$ cat src/rtl/alu_pkg.sv
// Shared opcodes, sequencer states and status-register bit positions for the
// ALU sequencer and its flag generator.
package alu_pkg;

  localparam int W   = 16;
  localparam int OPW = 5;

  localparam logic [OPW-1:0] OP_MOV  = 5'h00;
  localparam logic [OPW-1:0] OP_ADD  = 5'h01;
  localparam logic [OPW-1:0] OP_ADDC = 5'h02;
  localparam logic [OPW-1:0] OP_SUB  = 5'h03;
  localparam logic [OPW-1:0] OP_SUBC = 5'h04;
  localparam logic [OPW-1:0] OP_CMP  = 5'h05;
  localparam logic [OPW-1:0] OP_DADD = 5'h06;
  localparam logic [OPW-1:0] OP_BIT  = 5'h07;
  localparam logic [OPW-1:0] OP_BIC  = 5'h08;
  localparam logic [OPW-1:0] OP_BIS  = 5'h09;
  localparam logic [OPW-1:0] OP_XOR  = 5'h0A;
  localparam logic [OPW-1:0] OP_AND  = 5'h0B;
  localparam logic [OPW-1:0] OP_CLR  = 5'h0C;
  localparam logic [OPW-1:0] OP_RRC  = 5'h10;

  localparam int SR_N = 3;
  localparam int SR_Z = 2;
  localparam int SR_C = 1;
  localparam int SR_V = 0;

  typedef enum logic [2:0] {ST_IDLE, ST_P1, ST_P2, ST_P3, ST_WB} state_t;

  // DADD runs as a plain binary ADD; anything unknown degrades to MOV.
  function automatic logic [OPW-1:0] norm_op(input logic [OPW-1:0] op);
    case (op)
      OP_DADD: return OP_ADD;
      OP_MOV, OP_ADD, OP_ADDC, OP_SUB, OP_SUBC, OP_CMP, OP_BIT, OP_BIC,
      OP_BIS, OP_XOR, OP_AND, OP_CLR, OP_RRC: return op;
      default: return OP_MOV;
    endcase
  endfunction

  function automatic logic [1:0] pass_count(input logic [OPW-1:0] op);
    case (op)
      OP_ADDC, OP_SUBC: return 2'd2;
      OP_BIS:           return 2'd3;
      default:          return 2'd1;
    endcase
  endfunction

  function automatic logic has_wb(input logic [OPW-1:0] op);
    return !(op == OP_CMP || op == OP_BIT);
  endfunction

endpackage

$ cat src/rtl/alu_flag_gen.sv
// Full-precision shadow of the operation on the original operands; produces
// {N,Z,C,V} and the locally computed rotate result independent of the ALU.
module alu_flag_gen
  import alu_pkg::*;
(
  input  logic [OPW-1:0] op,
  input  logic [W-1:0]   a,
  input  logic [W-1:0]   b,
  input  logic           cin,
  input  logic           byte_mode,
  output logic [W-1:0]   res,
  output logic [3:0]     flags,
  output logic           upd
);

  logic [W-1:0] mask;
  logic [W-1:0] opx;
  logic [W-1:0] opy;
  logic         c0;
  logic [W:0]   sum;
  logic         r_msb, x_msb, y_msb, a_msb, b_msb, carry, zero;

  always_comb begin
    mask  = byte_mode ? W'(8'hFF) : '1;
    opx   = a;
    opy   = b;
    c0    = 1'b0;
    flags = '0;
    upd   = 1'b0;
    // Subtracts are B + ~A + cin so carry reads as no-borrow.
    case (op)
      OP_ADDC:         c0 = cin;
      OP_SUB, OP_CMP:  begin opx = b; opy = ~a & mask; c0 = 1'b1; end
      OP_SUBC:         begin opx = b; opy = ~a & mask; c0 = cin;  end
      default: ;
    endcase
    sum = {1'b0, opx} + {1'b0, opy} + {{W{1'b0}}, c0};

    case (op)
      OP_AND, OP_BIT: res = a & b;
      OP_BIC:         res = ~a & b & mask;
      OP_XOR:         res = a ^ b;
      OP_RRC:         res = ((b & mask) >> 1) |
                            (byte_mode ? (W'(cin) << 7) : (W'(cin) << (W - 1)));
      default:        res = sum[W-1:0] & mask;
    endcase

    r_msb = byte_mode ? res[7] : res[W-1];
    x_msb = byte_mode ? opx[7] : opx[W-1];
    y_msb = byte_mode ? opy[7] : opy[W-1];
    a_msb = byte_mode ? a[7]   : a[W-1];
    b_msb = byte_mode ? b[7]   : b[W-1];
    carry = byte_mode ? sum[8] : sum[W];
    zero  = (res == '0);

    flags[SR_N] = r_msb;
    flags[SR_Z] = zero;
    case (op)
      OP_ADD, OP_ADDC, OP_SUB, OP_SUBC, OP_CMP: begin
        flags[SR_C] = carry;
        flags[SR_V] = (x_msb == y_msb) && (r_msb != x_msb);
        upd         = 1'b1;
      end
      OP_AND, OP_BIT: begin
        flags[SR_C] = ~zero;
        upd         = 1'b1;
      end
      OP_XOR: begin
        flags[SR_C] = ~zero;
        flags[SR_V] = a_msb & b_msb;
        upd         = 1'b1;
      end
      OP_RRC: begin
        flags[SR_C] = b[0];
        upd         = 1'b1;
      end
      default: ;
    endcase
  end

endmodule

$ cat src/rtl/alu_sequencer.sv
// Multi-cycle controller in front of the combinational ALU: one request at a
// time, composite ops split into ALU passes, owns the {N,Z,C,V} status register.
module alu_sequencer
  import alu_pkg::*;
(
  input  logic           clk,
  input  logic           rst,
  input  logic           req_valid,
  output logic           req_ready,
  input  logic [OPW-1:0] req_op,
  input  logic [W-1:0]   req_a,
  input  logic [W-1:0]   req_b,
  input  logic           req_byte,
  input  logic [3:0]     req_dst,
  output logic [OPW-1:0] alu_sel,
  output logic [W-1:0]   alu_a,
  output logic [W-1:0]   alu_b,
  input  logic [W-1:0]   alu_result,
  output logic           wb_valid,
  input  logic           wb_ready,
  output logic [3:0]     wb_dst,
  output logic [W-1:0]   wb_data,
  input  logic           sr_we,
  input  logic [3:0]     sr_wdata,
  output logic [3:0]     sr,
  output logic           busy
);

  state_t         state_reg, state_next;
  logic [OPW-1:0] op_reg;
  logic [W-1:0]   a_reg, b_reg, t1_reg, t2_reg, wdata_reg;
  logic           byte_reg, cin_reg;
  logic [3:0]     dst_reg, sr_reg;
  logic           last_pass, accept, fg_upd;
  logic [1:0]     passes;
  logic [W-1:0]   in_mask, res_mask, res_final, fg_res;
  logic [3:0]     fg_flags;

  assign req_ready = (state_reg == ST_IDLE);
  assign accept    = req_valid && req_ready;
  assign busy      = (state_reg != ST_IDLE);
  assign wb_valid  = (state_reg == ST_WB);
  assign wb_data   = wdata_reg;
  assign wb_dst    = dst_reg;
  assign sr        = sr_reg;
  assign passes    = pass_count(op_reg);
  assign in_mask   = req_byte ? W'(8'hFF) : '1;
  assign res_mask  = byte_reg ? W'(8'hFF) : '1;
  // The rotate never touches the ALU; its value comes from the shadow.
  assign res_final = (op_reg == OP_RRC) ? fg_res : (alu_result & res_mask);

  alu_flag_gen u_flag_gen (
    .op        (op_reg),
    .a         (a_reg),
    .b         (b_reg),
    .cin       (cin_reg),
    .byte_mode (byte_reg),
    .res       (fg_res),
    .flags     (fg_flags),
    .upd       (fg_upd)
  );

  always_comb begin
    state_next = state_reg;
    alu_sel    = '0;
    alu_a      = '0;
    alu_b      = '0;
    last_pass  = 1'b0;
    case (state_reg)
      ST_IDLE: if (req_valid) state_next = ST_P1;
      ST_P1: begin
        last_pass = (passes == 2'd1);
        alu_sel   = op_reg;
        alu_a     = a_reg;
        alu_b     = b_reg;
        case (op_reg)
          OP_ADDC:         alu_sel = OP_ADD;
          OP_SUBC, OP_CMP: alu_sel = OP_SUB;
          OP_BIS:          alu_sel = OP_XOR;
          OP_BIT:          alu_sel = OP_AND;
          OP_BIC:          begin alu_sel = OP_AND; alu_a = ~a_reg; end
          default: ;
        endcase
        if (!last_pass)          state_next = ST_P2;
        else if (has_wb(op_reg)) state_next = ST_WB;
        else                     state_next = ST_IDLE;
      end
      ST_P2: begin
        last_pass = (passes == 2'd2);
        case (op_reg)
          OP_ADDC: begin
            alu_sel = OP_ADD;
            alu_a   = t1_reg;
            alu_b   = {{(W-1){1'b0}}, cin_reg};
          end
          OP_SUBC: begin
            alu_sel = OP_SUB;
            alu_a   = {{(W-1){1'b0}}, ~cin_reg};
            alu_b   = t1_reg;
          end
          default: begin
            alu_sel = OP_AND;
            alu_a   = a_reg;
            alu_b   = b_reg;
          end
        endcase
        state_next = last_pass ? ST_WB : ST_P3;
      end
      ST_P3: begin
        last_pass  = 1'b1;
        alu_sel    = OP_ADD;
        alu_a      = t1_reg;
        alu_b      = t2_reg;
        state_next = ST_WB;
      end
      ST_WB:   if (wb_ready) state_next = ST_IDLE;
      default: state_next = ST_IDLE;
    endcase
  end

  always_ff @(posedge clk or posedge rst) begin
    if (rst) begin
      state_reg <= ST_IDLE;
      op_reg    <= '0;
      a_reg     <= '0;
      b_reg     <= '0;
      t1_reg    <= '0;
      t2_reg    <= '0;
      wdata_reg <= '0;
      byte_reg  <= 1'b0;
      cin_reg   <= 1'b0;
      dst_reg   <= '0;
      sr_reg    <= '0;
    end else begin
      state_reg <= state_next;
      if (accept) begin
        op_reg   <= norm_op(req_op);
        a_reg    <= req_a & in_mask;
        b_reg    <= req_b & in_mask;
        byte_reg <= req_byte;
        dst_reg  <= req_dst;
        cin_reg  <= sr_reg[SR_C];
      end
      if (state_reg == ST_P1) t1_reg <= alu_result;
      if (state_reg == ST_P2) t2_reg <= alu_result;
      if (last_pass) wdata_reg <= res_final;
      // An external SR load overrides a same-cycle flag update.
      if (sr_we)                    sr_reg <= sr_wdata;
      else if (last_pass && fg_upd) sr_reg <= fg_flags;
    end
  end

endmodule

$ cat config.mk
export PLATFORM = sky130hd
export DESIGN_NAME = alu_sequencer
export DESIGN_NICKNAME = d
export VERILOG_FILES = /design/src/rtl/alu_pkg.sv /design/src/rtl/alu_flag_gen.sv /design/src/rtl/alu_sequencer.sv
export SDC_FILE = /design/constraint.sdc
export NUM_CORES = 1
export LEC_CHECK = 0
export BUFFER_PORTS_ARGS = -buffer_cell sky130_fd_sc_hd__clkbuf_2
export CORE_UTILIZATION = 51
export DETAILED_ROUTE_END_ITERATION = 10
export PLACE_DENSITY = 0.74
export SLEW_MARGIN = 20
export SYNTH_ARGS = -nofsm -noshare
export SYNTH_HDL_FRONTEND = slang
export SYNTH_SLANG_ARGS = --single-unit
$ cat constraint.sdc
create_clock -name clk -period 4.22 [get_ports clk]
set_input_delay 0.422 -clock clk [delete_from_list [all_inputs] [get_ports clk]]
set_output_delay 0.422 -clock clk [all_outputs]
set_load 0.01 [all_outputs]
==> summary.txt <==
Run status
  – Status: finished clean

STA
  – Pins Over Slew Limit: 0
  – Max_slew headroom: 28.84%
  – RSZ-0062 raised after global routing: false
  – Final worst setup slack: between 0.2 and 0.3 ns
  – Final setup TNS: 0 ns
  – Setup-failing EPs final: 0
  – Fin crit period: 3.952 ns
  – Fmax: approximately 250 MHz
  – Min Hold Slack: between 0.2 and 0.25 ns
  – Endpoints failing hold: 0
  – Final period utilization: 93.65%
  – Slew at the pin with the worst max-slew slack: 1.064 ns
  – Worst Skew: around 0.011 ns

Logic synthesis
  – EDFF count, synth: 0
  – #FFs+latches synth: 98
  – Synth area leader: dfrtp_1
  – Post-synth top area share: 35.08%
  – Mapped Cells: a little over 800
  – Most used DFF post-synth: dfrtp_1
  – Post-synth top cells: 185 x nand2_1, 98 x dfrtp_1, 70 x o21ai_0
  – Yosys warnings: 0
  – Net Count, Synth: 945
  – Post-synthesis sequential area ratio: 35.08%
  – Syn Area/Cell: 8.432 um^2
  – Ranking of synthesized cells by area: dfrtp_1 35%, nand2_1 9.9%, ha_1 8.4%, o21ai_0 5.0%, mux2_2 4.3%
  – Most numerous cell in the Yosys netlist: nand2_1
  – Asr flop ratio synth: 100.0%
  – Unique masters post-synth: 67
  – Synthesized cell area: 6990 um^2

Setup path
  – Critical path fanouts, max: 7
  – R2R cell count: 14
  – CP peak stage delay: 0.51 ns
  – Setup CP Type: reg -> reg
  – Worst r2r src: op_reg[3]$_DFFE_PP0P_
  – Arrival @ worst endpoint: 4.19 ns
  – Register-to-Register Setup Slack: 0.27 ns
  – Buf/Inv on CP: 0
  – Startpoint types: flip-flop
  – CP most frequent cell: fa_1
  – CP max stage cell: fa_1
  – Req. time, crit path: 4.46 ns
  – Crit path cell chain: nor2_1 -> o21ai_2 -> nand2_1 -> o21ai_0 -> fa_1 -> fa_1 -> a21o_1 -> a221oi_2 -> o211a_4 -> o31ai_4 -> xnor2_1 -> a221o_1 -> a41o_1 -> mux2_2
  – Reg-to-reg endpoint: sr[2]$_DFFE_PP0P_
  – CP Capture Type: flip-flop
  – CP delay by family, top: compound AO/OA/AOI/OAI gates

Global route
  – First-pass GRT wire length: 33420 um
  – Vias in the first global route: 6298
  – Pin count of the biggest net entering global routing: 72
  – Antenna violations before repair: 0
  – Grt total ovfl: 0
  – GRT Total Usage: 30.59%

CTS
  – Root Buffer: clkbuf_16
  – Post-CTS setup buffers: 0
  – Clock Sink Count: 98
  – # H-tree levels: 3
  – CTS tree: built
  – Clock slew at reported path FFs: 0.07 ns
  – CTS buffer count: 9
  – Post_cts resized: 0
  – Clock Tree Buf Depth: 2
  – Hold buffers post-CTS: 0
  – Clk_lat worst skew: 0.35 ns

Run
  – Max-Cap Viols: 0

Hold path
  – Tightest Hold Check Type: in -> async

Power
  – Leak: about 4.1 nW
  – Clk network pwr share: 10.7%
  – Worst VDD drop: 0.3759 mV
  – Pwr per Cell Area: 915.1 nW/um^2
  – Sequential power share: 26.9%
  – Switching Fraction: between 50% and 60%
  – Internal power: 3.681 mW
  – Gate power share: 62.4%
  – Sw Pwr: approximately 3.7 mW
  – Overall Power: about 7.4 mW

Floorplan
  – Width of the die: 119.1 um
  – Die area: 14180 um^2
  – Std-Cell Rows: 42
  – # IOs: between 100 and 150
  – Effective utilization at floorplan: between 50 and 60%
  – Core footprint: between 10000 and 15000 um^2
  – Die Y: 119.1 um

Route
  – Routed wire length: ~21000 um
  – DR vias: 6729
  – WL/cell: 19.11 um
  – Initial DRC Count: 921
  – # DRC: 0
  – Final ANT Viol Nets: 0
  – Number of detailed-route iterations in the first pass: 8
  – Vias per inst: between 6 and 7

Finish
  – Area added between synthesis and finish: 15.70%
  – Share of layout cells above drive strength 1: 22.02%
  – Final Cell Area: approximately 8100 um^2
  – Antenna diodes: 0
  – Fillers: 1181
  – NumNets Final: 1051
  – Multi-input combinational cell area: ~4200 um^2
  – Final core utilization: 60.83%
  – Post-route insts no fill: 1116
  – Area occupied by registers: between 2000 and 2500 um^2

Placement
  – Post-DP Area: between 7000 and 8000 um^2
  – HPWL after DPL: around 15000 um
  – I/O Buffers: between 100 and 150
  – Inst Count DP: 1100
  – Final RePlAce weighted congestion: roughly 0.9
  – Setup WS pre-CTS: approximately 0.29 ns
metal layers:
| metal | track usage (%) | part of all wire, % | routed length [um] | up-vias |
|---|---|---|---|---|
| li1 | - | - | - | 3175 |
| met4 | 12.42 | 2.9 | 626 | 0 |
| met2 | 48.98 | 47 | 10100 | 318 |
| met1 | 40.46 | 42 | 8974 | 3192 |
| met5 | 0 | 0 | 0 | - |
| met3 | 6.034 | 7.6 | 1620 | 44 |
cell type report:
| type | count | area share (%) |
|---|---|---|
| multi-input cells | 632 | 51.55 |
| flip-flops and latches | 98 | 30.32 |
| repair buffers | 148 | 9.715 |
| clock buffers | 9 | 2.785 |
| well taps | 176 | 2.723 |
| inverters | 46 | 2.166 |
| clock inverters | 7 | 0.7426 |
cell usage in the layout (no fill, tap or decap), types with 4 or more instances in the layout:
master and instances:
nand2_1 184, clkbuf_2 130, dfrtp_1 98, o21ai_0 69, ha_1 47, inv_1 45
nor2_1 38, mux2_2 27, nand2b_1 24, o31ai_1 20, a222oi_1 18, mux2i_1 18
buf_4 18, a21oi_1 17, a221o_1 17, nor4_1 11, nand4_1 10, nor3_1 9
clkbuf_16 9, a21o_1 8, a211oi_1 7, xnor2_1 7, nand3_1 7, and3_1 6
nor2b_1 6, and2_1 5, o211ai_1 5, or3_1 4, a22o_1 4, o21a_1 4
a22oi_1 4
logic make-up after synthesis:
family                   Yosys count  synth area share, %
adder cells (fa/ha/maj)           49                8.985
flip-flops                        98                35.08
AND/OR/NAND/NOR                  319                20.73
AO/OA/AOI/OAI                    210                21.77
XOR/XNOR                           9                1.128
buffers and inverters             99                5.387
multiplexers                      45                6.927
power by group through the flow:
stage                     combinational [mW]  sequential (mW)  clock (mW)
after floorplan                         3.36             1.75           0
after global placement                  4.47             1.97           0
after detailed placement                4.54             1.98           0
after CTS                               4.57             1.97       0.796
after global routing                    5.08             2.04       0.839
final                                   4.62             1.99       0.789
worst max path at each step:
stage                     slack [ns]                  start                 to  cells past startpoint
after floorplan                 0.02  op_reg[2]$_DFFE_PP0P_  sr[2]$_DFFE_PP0P_                     18
after CTS                       0.26  op_reg[3]$_DFFE_PP0P_  sr[2]$_DFFE_PP0P_                     14
after detailed placement        0.29  op_reg[3]$_DFFE_PP0P_  sr[2]$_DFFE_PP0P_                     14
final                           0.27  op_reg[3]$_DFFE_PP0P_  sr[2]$_DFFE_PP0P_                     14
after global placement          0.38  op_reg[3]$_DFFE_PP0P_  sr[2]$_DFFE_PP0P_                     14
after global routing           0.005  op_reg[3]$_DFFE_PP0P_  sr[0]$_DFFE_PP0P_                     13
(Power assumes the default switching activity.)
